--- src/rtl/rotate_undo_seq.sv ---
// Sequential inverse of the barrel rotator: undoes a left/right rotation by
// stepping the captured word one bit position per clock in the opposite direction.
module rotate_undo_seq #(
   parameter int BIT = 8
) (
   input  logic                    i_clk,
   input  logic                    i_rstn,
   input  logic                    i_valid,
   output logic                    o_ready,
   input  logic [BIT-1:0]          i_data,
   input  logic                    i_sel_left,
   input  logic [$clog2(BIT)-1:0]  i_shifter,
   output logic                    o_valid,
   input  logic                    i_ready,
   output logic [BIT-1:0]          o_data,
   output logic                    o_busy
);

   localparam int CW = $clog2(BIT);

   typedef enum logic [1:0] {
      IDLE,
      SHIFT,
      DONE
   } state_t;

   state_t          state_q;
   logic [BIT-1:0]  data_q;
   logic [BIT-1:0]  data_d;
   logic            dir_q;
   logic [CW-1:0]   cnt_q;

   // One-position step opposite to the original rotation direction.
   always_comb begin
      data_d = data_q;
      if (dir_q) begin
         data_d = {data_q[0], data_q[BIT-1:1]};
      end else begin
         data_d = {data_q[BIT-2:0], data_q[BIT-1]};
      end
   end

   always_ff @(posedge i_clk or negedge i_rstn) begin
      if (!i_rstn) begin
         state_q <= IDLE;
         data_q  <= '0;
         dir_q   <= 1'b0;
         cnt_q   <= '0;
      end else begin
         unique case (state_q)
            IDLE: begin
               if (i_valid) begin
                  data_q  <= i_data;
                  dir_q   <= i_sel_left;
                  cnt_q   <= i_shifter;
                  state_q <= (i_shifter != '0) ? SHIFT : DONE;
               end
            end
            SHIFT: begin
               data_q <= data_d;
               cnt_q  <= cnt_q - CW'(1);
               if (cnt_q == CW'(1)) begin
                  state_q <= DONE;
               end
            end
            DONE: begin
               if (i_ready) begin
                  state_q <= IDLE;
               end
            end
            default: begin
               state_q <= IDLE;
            end
         endcase
      end
   end

   assign o_ready = (state_q == IDLE);
   assign o_busy  = (state_q != IDLE);
   assign o_valid = (state_q == DONE);
   assign o_data  = data_q;

endmodule
--- config.mk ---
export PLATFORM = sky130hd
export DESIGN_NAME = rotate_undo_seq
export DESIGN_NICKNAME = d
export VERILOG_FILES = /design/src/rtl/rotate_undo_seq.sv
export SDC_FILE = /design/constraint.sdc
export NUM_CORES = 1
export LEC_CHECK = 0
export BUFFER_PORTS_ARGS = -buffer_cell sky130_fd_sc_hd__buf_4
export CAP_MARGIN = 10
export CORE_MARGIN = 1.5
export CORE_UTILIZATION = 43
export DETAILED_ROUTE_END_ITERATION = 8
export PLACE_DENSITY = 0.73
export REMOVE_ABC_BUFFERS = 1
export SETUP_SLACK_MARGIN = 0.05
export SLEW_MARGIN = 20
export SYNTH_ARGS = -nofsm -noshare
export SYNTH_HDL_FRONTEND = slang
export SYNTH_SLANG_ARGS = --single-unit
--- constraint.sdc ---
create_clock -name i_clk -period 1.4 [get_ports i_clk]
set_input_delay 0.28 -clock i_clk [delete_from_list [all_inputs] [get_ports i_clk]]
set_output_delay 0.28 -clock i_clk [all_outputs]
set_load 0.1 [all_outputs]
-- Yosys cells after proc, flatten, opt, wreduce, memory -nomap -nowiden
Cells that the tools add are included.
- $add $sub $neg: 1
- equal/unequal tests: 6
- mux-type cells: 10
- reduce and logical (&&, ||, !) cells: 7
- operator list (kind ; count):
    8-bit two-way mux ; 2
    8-bit case mux with 2 select lines ; 1
    2-bit two-way mux ; 4
    2-bit case mux with 3 select lines ; 1
    3-bit case mux with 2 select lines ; 1
    2-bit inequality test (second input constant) ; 2
    2-bit AND reduction ; 2
    2-bit nonzero test ; 2
    3-bit by 1-bit equality test with 1-bit output (second input constant) ; 1
    3-bit two-way mux ; 1
    3-bit AND reduction ; 1
    3-bit nonzero test ; 1
    3-bit by 1-bit subtractor with 3-bit output (second input constant) ; 1
    2-bit by 1-bit equality test with 1-bit output (second input constant) ; 1
    2-bit equality test (second input constant) ; 1
    2-bit zero test ; 1
    2-bit by 1-bit inequality test with 1-bit output (second input constant) ; 1
- register bits after elaboration: 14
- bits of input ports: 16
- output and inout bits: 11

-- Depth between registers and ports, before layout
Gate-level depths: netlist (run 1).
- depth in word-level cells: 4
- mapped depth: 5
- gate-level depth less buffers: 4

-- Least setup slack after synthesis (run 1)
OpenSTA, ideal clock, no wires.
- path type: reg-to-output
- start point: register state_q[0]
- end point: output port o_valid
- arrival: 1.831 ns
- data required time: 1.120 ns
- path slack: -0.711 ns
- stages on the path, launching flop included: 3
- path buffers: 1
- cell sequence: dfrtp_1 -> buf_6 -> nor2b_1
- longest elaborated chain between the ends: 1
- ends and longest elaborated chain (element ; line ; RTL):
    from (decl) ; 27 ; state_t state_q;
    from (signal assigned) ; 56 ; state_q <= (i_shifter != '0) ? SHIFT : DONE;
    2-bit equality test ; 80 ; assign o_valid = (state_q == DONE);
    to (decl) ; 13 ; output logic o_valid,
No other way between the ends.

-- Worst setup path in the final report (run 1)
- start point: register state_q[1]
- end point: output port o_busy
- longest elaborated chain between the ends: 1
- ends and longest elaborated chain (element ; line ; RTL):
    2-bit nonzero test ; 79 ; assign o_busy = (state_q != IDLE);
    to (decl) ; 16 ; output logic o_busy
No other way between the ends.

==> results of run 1 <==
==> area by class of cell <==
cell class / instances / share of cell area (%)
sequential: 14 / 24.1
inverter: 5 / 1.63
clock buffer: 4 / 2.49
timing repair buffer: 46 / 32.2
tap: 27 / 2.32
multi-input combinational: 57 / 37.3
==> flip-flops by register name, indices dropped and copies added (netlist names) <==
| register | count |
|---|---|
| o_data | 8 |
| cnt_q | 3 |
| state_q | 2 |
| dir_q | 1 |
==> stage by stage <==
step           setup slack, ps  hold WS, ps  std cells  utilization, %  area, µm²
5_1_grt                   -141          205        153            72.7       1460
3_5_place_dp               108          141        132            56.1       1120
6_report                 -87.5          228        153            72.7       1460
2_1_floorplan            -2290        -15.6         76               -        858
3_3_place_gp               114          140        132            56.1       1120
4_1_cts                  -44.5          229        146            65.0       1300
==> routing by layer <==
metal / part of all wire (%) / vias to the layer above / wire, µm
li1: - / 383 / -
met1: 40 / 389 / 941
met2: 54 / 23 / 1280
met3: 3.5 / 4 / 82
met4: 2.2 / 0 / 53
met5: 0 / - / 0
==> repair_timing <==
item | in CTS | in global routing
endpoints found under the setup margin | 3 | 14
buffers inserted | 9 | 7
pin swaps | 2 | 6
hold buffers | 1 | 0
hold endpoints to repair | 14 | 0
resized for setup | 18 | 19
==> worst max-delay path, stage by stage, from the launching register on <==
cell and delay [ps]:
dfrtp_1 440, nor2_4 170, buf_12 130, inv_4 30
buf_12 150
==> worst max-delay path by stage <==
stage	start	endpoint	cells past startpoint
global route	state_q[1]	o_busy	4
global placement	state_q[1]	o_ready	3
CTS	state_q[0]	o_busy	4
floorplan	state_q[1]	o_busy	2
detailed placement	state_q[1]	o_ready	3
finish	state_q[1]	o_busy	4
==> Yosys cell counts, types with 2 or more instances <==
master	count
o22a_1	2
nand2b_1	2
nor2b_1	9
a221oi_2	7
ha_1	2
a32oi_1	2
buf_6	3
inv_1	5
nor2_2	7
a2bb2oi_1	2
mux2i_1	8
dfrtp_1	14
nor2_1	3
nand2_1	2
==> cell families after synthesis <==
| kind of cell | after synthesis | share of synthesized area [%] |
|---|---|---|
| adders and majority gates | 2 | 2.71 |
| muxes | 9 | 9.88 |
| AOI/OAI and AO/OA | 20 | 23.5 |
| buffers and inverters | 11 | 9.20 |
| and+or+nand+nor | 26 | 16.8 |
| DFF | 14 | 37.9 |
==> impl_metrics.env, run 1 <==
export IMPL_wl_per_cell_um=15.4
export IMPL_cp_start_kind="flip-flop"
export IMPL_slew_violations=0
export IMPL_die_h_um=49.4
export IMPL_cts_tree="built"
export IMPL_reg2reg_from="state_q[1]"
export IMPL_yosys_warnings=0
export IMPL_grt_pass1_wl_um=3820
export IMPL_finalSetupTns_ps=-379
export IMPL_violations="setup timing"
export IMPL_dr_total_vias=799
export IMPL_yosysTopAreaCell="dfrtp_1"
export IMPL_critical_path_class="reg -> out"
export IMPL_seqCellArea_um2=350
export IMPL_worstPathArrival_ps=1210
export IMPL_synth_top_area_share_pct=37.9
export IMPL_layout_common_cells="buf_4, dfrtp_1, buf_6, mux2i_1, nor2b_1"
export IMPL_fillers=145
export IMPL_fmax_mhz=672
export IMPL_clk_pin_slew_ps=80
export IMPL_rsz0062_at_grt="true"
export IMPL_crit_fanout=3
export IMPL_multi_input_area_um2=543
export IMPL_grt_max_degree=15
export IMPL_viasPerCell=5.22
export IMPL_start_util_pct=46.2
export IMPL_tightest_slew_ps=446
export IMPL_ant_nets=0
export IMPL_outcome="finished with violations"
export IMPL_grt_busiest_layer="met2"
export IMPL_max_cap_violations=0
export IMPL_ys_ff_latch=14
export IMPL_slew_limit_headroom_pct=70.3
export IMPL_synthArstFlopShare_pct=100
export IMPL_grt_use_met1_pct=25.0
export IMPL_cts_made_buffers=3
export IMPL_synth_cell_types=28
export IMPL_use_met3_pct=3.37
export IMPL_hold_depth=2
export IMPL_period_share_pct=106
export IMPL_netlist_instances=82
export IMPL_grt_total_usage_pct=20.5
export IMPL_drt_initial_drc_count=8
export IMPL_worstPathRequired_ps=1120
export IMPL_die_w_um=49.4
export IMPL_syn_avg_cell_area_um2=11.3
export IMPL_fin_skew_ps=0.379
export IMPL_hp_class="in -> reg"
export IMPL_gp_congestion=0.733
export IMPL_crit_path_end_kind="output port"
export IMPL_drcViolationCount=0
export IMPL_synth_edf_count=0
export IMPL_setup_ws_ps=-87.5
export IMPL_root_buffer="clkbuf_4"
export IMPL_wl_um=2360
export IMPL_fin_nets=145
export IMPL_netlist_area_um2=925
export IMPL_cts_sinks=14
export IMPL_dpl_hpwl_um=1360
export IMPL_clockBufferDepth=2
export IMPL_htreeDepth=1
export IMPL_grt_overflow=0
export IMPL_reg2reg_to="o_data[7]"
export IMPL_synth_area_leaders="dfrtp_1, a221oi_2, mux2i_1"
export IMPL_ys_seq_area_share_pct=37.9
export IMPL_die_area_um2=2440
export IMPL_setup_violations_final=11
export IMPL_drtPass1Iterations=3
export IMPL_hold_path_startpoint="i_sel_left"
export IMPL_hold_path_end="dir_q"
export IMPL_boundaryPins=27
export IMPL_grt_pass1_vias=840
export IMPL_synth_flop_cell="dfrtp_1"
export IMPL_hold_viol_final=0
export IMPL_placementRows=16
export IMPL_io_buffers=26
export IMPL_post_route_min_period_ps=1490
export IMPL_grt_antenna_before_repair=0
export IMPL_areaGrowthSynthToFinish_pct=57.4
export IMPL_clk_latency_ps=280
export IMPL_rr_worst_depth=6
export IMPL_coreArea_um2=2000
export IMPL_diodes=0
export IMPL_ff2ff_setup_slack_ps=-40
export IMPL_gr_usage_met2_pct=36.3
export IMPL_drive_above_1_share_pct=59.5
export IMPL_final_common_cell="buf_4"
Power of run 1 is left out: the tool's default activity adds up to more than one toggle a clock period on the data nets, which glitch-free logic cannot reach.
==> inputs of run 2 (changes only) <==
CTS_BUF_LIST = sky130_fd_sc_hd__clkbuf_8   (was not set)
PLACE_DENSITY = 0.68   (was 0.73)
==> run 2 against run 1 <==
  * The run still ends with setup timing left
  * Non-clock buffer count shrank 10
  * Final area down 10%
  * Routed wire length decreased by 2.0%
  * Core utilization decreased by 7.3 points
  * Fmax increased by 5.6%
  * Worst hold slack improved by 40 ps
  * Count of clock-buffer cells in the layout stayed put
==> impl_metrics.env, run 2 (same netlist as run 1, synthesis figures left out) <==
export IMPL_outcome="finished with violations"
export IMPL_violations="setup timing"
export IMPL_drive_above_1_share_pct=53.0
export IMPL_max_cap_violations=0
export IMPL_grt_pass1_wl_um=3600
export IMPL_post_place_ws_ps=145
export IMPL_die_area_um2=2440
export IMPL_slowest_stage="dfrtp_1"
export IMPL_dpl_hpwl_um=1350
export IMPL_fin_nets=136
export IMPL_clockBufferDepth=2
export IMPL_hp_class="in -> reg"
export IMPL_crit_fanout=3
export IMPL_dr_total_vias=789
export IMPL_boundaryPins=27
export IMPL_wl_um=2310
export IMPL_cp_start_kind="flip-flop"
export IMPL_largest_reg_flops=8
export IMPL_max_stage_delay_ps=410
export IMPL_post_route_min_period_ps=1410
export IMPL_crit_path_end_kind="output port"
export IMPL_grt_overflow=0
export IMPL_ant_nets=0
export IMPL_setup_violations_final=1
export IMPL_grt_total_usage_pct=19.6
export IMPL_period_share_pct=101
export IMPL_areaGrowthSynthToFinish_pct=41.5
export IMPL_slew_violations=0
export IMPL_htreeDepth=1
export IMPL_die_w_um=49.4
export IMPL_grt_max_degree=15
export IMPL_io_buffers=26
export IMPL_rr_worst_depth=5
export IMPL_tightest_slew_ps=459
export IMPL_rsz0062_at_grt="true"
export IMPL_worstPathArrival_ps=1130
export IMPL_fin_skew_ps=1.44
export IMPL_wl_per_cell_um=16.0
export IMPL_reg2reg_to="o_data[4]"
export IMPL_clk_latency_ps=250
export IMPL_endpoint="o_valid"
export IMPL_clk_pin_slew_ps=60
export IMPL_diodes=0
export IMPL_cts_tree="built"
export IMPL_final_common_cell="buf_4"
export IMPL_path_cells="buf_6, nor2b_4, buf_12"
export IMPL_layout_common_cells="buf_4, dfrtp_1, mux2i_1, nor2b_1"
export IMPL_slew_limit_headroom_pct=69.4
export IMPL_ff2ff_setup_slack_ps=50
export IMPL_start_util_pct=46.2
export IMPL_viasPerCell=5.48
export IMPL_drcViolationCount=0
export IMPL_worstPathRequired_ps=1120
export IMPL_fmax_mhz=710
export IMPL_grt_pass1_vias=734
export IMPL_setup_ws_ps=-8.26
export IMPL_root_buffer="clkbuf_8"
export IMPL_gp_congestion=0.828
export IMPL_grt_antenna_before_repair=0
export IMPL_drtPass1Iterations=4
export IMPL_drt_initial_drc_count=12
export IMPL_cts_made_buffers=3
export IMPL_cts_sinks=14
export IMPL_coreArea_um2=2000
export IMPL_crit_path_start="state_q[1]"
export IMPL_hold_viol_final=0
export IMPL_die_h_um=49.4
export IMPL_reg2reg_from="state_q[1]"
export IMPL_critical_path_class="reg -> out"
export IMPL_placementRows=16
==> run 2: cell types whose count changed in the layout (fill, tap and decap cells not counted), sizes merged <==
cell / delta
buf: -10
o21ba: +1
==> run 2: timing repair <==
action | in CTS | in global routing
pin swaps | 0 | 1
hold endpoints to repair | 14 | 0
setup buffers | 4 | 2
setup endpoints to repair | 3 | 14
cloned | 1 | 0
hold buffers | 1 | 0
gates resized for setup | 11 | 7
==> run 2: stage by stage <==
step                TNS, ps  hold slack, ps  util [%]  std cells  instance area (µm²)
CTS                       0             277      62.8        142                 1260
floorplan            -15300           -15.6         -         76                  858
detailed placement        0             141      55.4        132                 1110
global route          -56.0             269      65.4        144                 1310
finish                -8.26             269      65.4        144                 1310
global placement          0             143      55.4        132                 1110
==> run 2: worst max-delay path: cells and delay by family, from the launching register on <==
family	cells	cell delay [ps]
buf+inv	2	310
simple gates	1	150
flops	1	410
==> run 2: cell type report <==
cell class / instances / area [µm²]
fill: 169 / 693
inverter: 5 / 21.3
clock buffer: 4 / 55.1
tap: 27 / 33.8
multi-input combinational: 58 / 528
sequential: 14 / 350
timing repair buffer: 36 / 320
==> run 2: worst min-delay path by stage <==
stage	start	end	slack, ps	depth (start not counted)
final	i_sel_left	dir_q	270	2
after global routing	i_sel_left	dir_q	270	2
after CTS	i_sel_left	dir_q	280	2
after detailed placement	i_rstn	o_data[6]	140	1
after global placement	i_rstn	o_data[6]	140	1
after floorplan	i_rstn	cnt_q[0]	-20	0
==> run 2: per-layer routing <==
layer / part of all wire [%] / up-vias / track usage, %
met4: 1.3 / 0 / 6.94
met2: 51 / 25 / 30.9
li1: - / 368 / -
met3: 4.8 / 5 / 3.99
met1: 43 / 391 / 26.7
met5: 0 / - / 0
Power of run 2 is left out for the same reason.
==> inputs of run 3 (changes only) <==
CAP_MARGIN = not set   (was 10)
MAX_ROUTING_LAYER = met4   (was not set)
==> run 3 against run 2 <==
  * The flow still finishes with violations (setup timing)
  * Final cell count is the same
  * Final area unchanged
  * Non-clock buffer count unchanged
  * Clock skew about the same
  * Setup slack worse by 1.6 ps
  * Flip-flop and latch count did not move
  * Critical endpoint unchanged
  * Largest cell class unchanged
  * Highest routed layer unchanged
==> impl_metrics.env, run 3 (same netlist as run 1, synthesis figures left out) <==
export IMPL_outcome="finished with violations"
export IMPL_violations="setup timing"
export IMPL_drcViolationCount=0
export IMPL_hold_path_end="dir_q"
export IMPL_setup_violations_final=1
export IMPL_ff2ff_setup_slack_ps=50
export IMPL_hold_path_startpoint="i_sel_left"
export IMPL_finalSetupTns_ps=-9.89
export IMPL_dr_total_vias=780
export IMPL_fin_skew_ps=1.84
export IMPL_rr_worst_depth=5
export IMPL_slew_violations=0
export IMPL_worstPathArrival_ps=1130
export IMPL_final_common_cell="buf_4"
export IMPL_placementRows=16
export IMPL_grt_max_degree=15
export IMPL_path_cells="buf_6, nor2b_4, buf_12"
export IMPL_boundaryPins=27
export IMPL_die_w_um=49.4
export IMPL_drtPass1Iterations=4
export IMPL_cp_start_kind="flip-flop"
export IMPL_hold_viol_final=0
export IMPL_slowest_stage="dfrtp_1"
export IMPL_wl_um=2320
export IMPL_cp_num_buf_inv=2
export IMPL_cts_sinks=14
export IMPL_grt_pass1_vias=735
export IMPL_dpl_hpwl_um=1350
export IMPL_layout_common_cells="buf_4, dfrtp_1, mux2i_1, nor2b_1"
export IMPL_setup_ws_ps=-9.89
export IMPL_reg2reg_from="state_q[1]"
export IMPL_crit_path_end_kind="output port"
export IMPL_max_stage_delay_ps=410
export IMPL_diodes=0
export IMPL_reg2reg_to="o_data[4]"
export IMPL_wl_per_cell_um=16.1
export IMPL_critical_path_class="reg -> out"
export IMPL_clk_pin_slew_ps=60
export IMPL_root_buffer="clkbuf_8"
export IMPL_tightest_slew_ps=463
export IMPL_rsz0062_at_grt="true"
export IMPL_fmax_mhz=709
export IMPL_fin_nets=136
export IMPL_clockBufferDepth=2
export IMPL_max_cap_violations=0
export IMPL_slew_limit_headroom_pct=69.1
export IMPL_period_share_pct=101
export IMPL_cpLargestDelayFamily="flip-flops"
export IMPL_grt_pass1_wl_um=3610
export IMPL_grt_total_usage_pct=20.2
export IMPL_crit_path_start="state_q[1]"
export IMPL_hp_class="in -> reg"
export IMPL_cts_tree="built"
export IMPL_post_route_min_period_ps=1410
export IMPL_crit_fanout=3
export IMPL_areaGrowthSynthToFinish_pct=41.5
export IMPL_clk_latency_ps=250
export IMPL_die_area_um2=2440
export IMPL_start_util_pct=46.2
export IMPL_grt_overflow=0
export IMPL_drt_initial_drc_count=11
export IMPL_grt_antenna_before_repair=0
export IMPL_final_core_util_pct=65.4
export IMPL_htreeDepth=1
export IMPL_drive_above_1_share_pct=53.0
export IMPL_ant_nets=0
export IMPL_die_h_um=49.4
export IMPL_coreArea_um2=2000
export IMPL_cts_made_buffers=3
export IMPL_hold_depth=2
export IMPL_io_buffers=26
export IMPL_gp_congestion=0.841
export IMPL_largest_reg_flops=8
export IMPL_worstPathRequired_ps=1120
export IMPL_viasPerCell=5.42
## run 3: cell counts in the layout (fill, tap and decap cells not counted)
Identical to the previous run, type by type.
## run 3: area by class of cell
cell class,instances,area [µm²]
inverters,5,21.3
repair buffers,36,320
well taps,27,33.8
fillers,169,693
multi-input cells,58,528
flip-flops and latches,14,350
clock buffers,4,55.1
## run 3: layer usage
layer,GRT usage (%),vias up,part of all wire [%]
li1,-,371,-
met1,26.8,377,42
met2,30.9,27,51
met3,3.99,5,4.9
met4,6.94,0,1.3
met5,-,-,0
## run 3: per-stage QoR
step | hold slack (ps) | cells | cell area [µm²] | setup slack, ps
floorplan | -15.6 | 76 | 858 | -2290
global placement | 143 | 132 | 1110 | 175
detailed placement | 141 | 132 | 1110 | 145
CTS | 277 | 142 | 1260 | 4.69
global route | 269 | 144 | 1310 | -31.9
finish | 269 | 144 | 1310 | -9.89
## run 3: worst max-delay path by stage
| stage | endpoint | cells past startpoint |
|---|---|---|
| finish | o_valid | 3 |
| global placement | o_data[4] | 4 |
| detailed placement | o_data[4] | 4 |
| CTS | o_valid | 3 |
| floorplan | o_busy | 2 |
| global route | o_valid | 3 |
## run 3: timing repair
item | CTS | global route
pin swaps | 0 | 1
setup buffers | 4 | 2
hold buffers | 1 | 0
gates resized for setup | 11 | 7
cloned | 1 | 0
endpoints found under the hold margin | 14 | 0
setup endpoints to repair | 3 | 14
## run 3: worst register-to-register path: cells and delay by family, from the launching register on
family          cells  cell delay [ps]
compound gates      2              490
flops               1              420
buf+inv             2              290
simple gates        1               60
Power of run 3 is left out for the same reason.
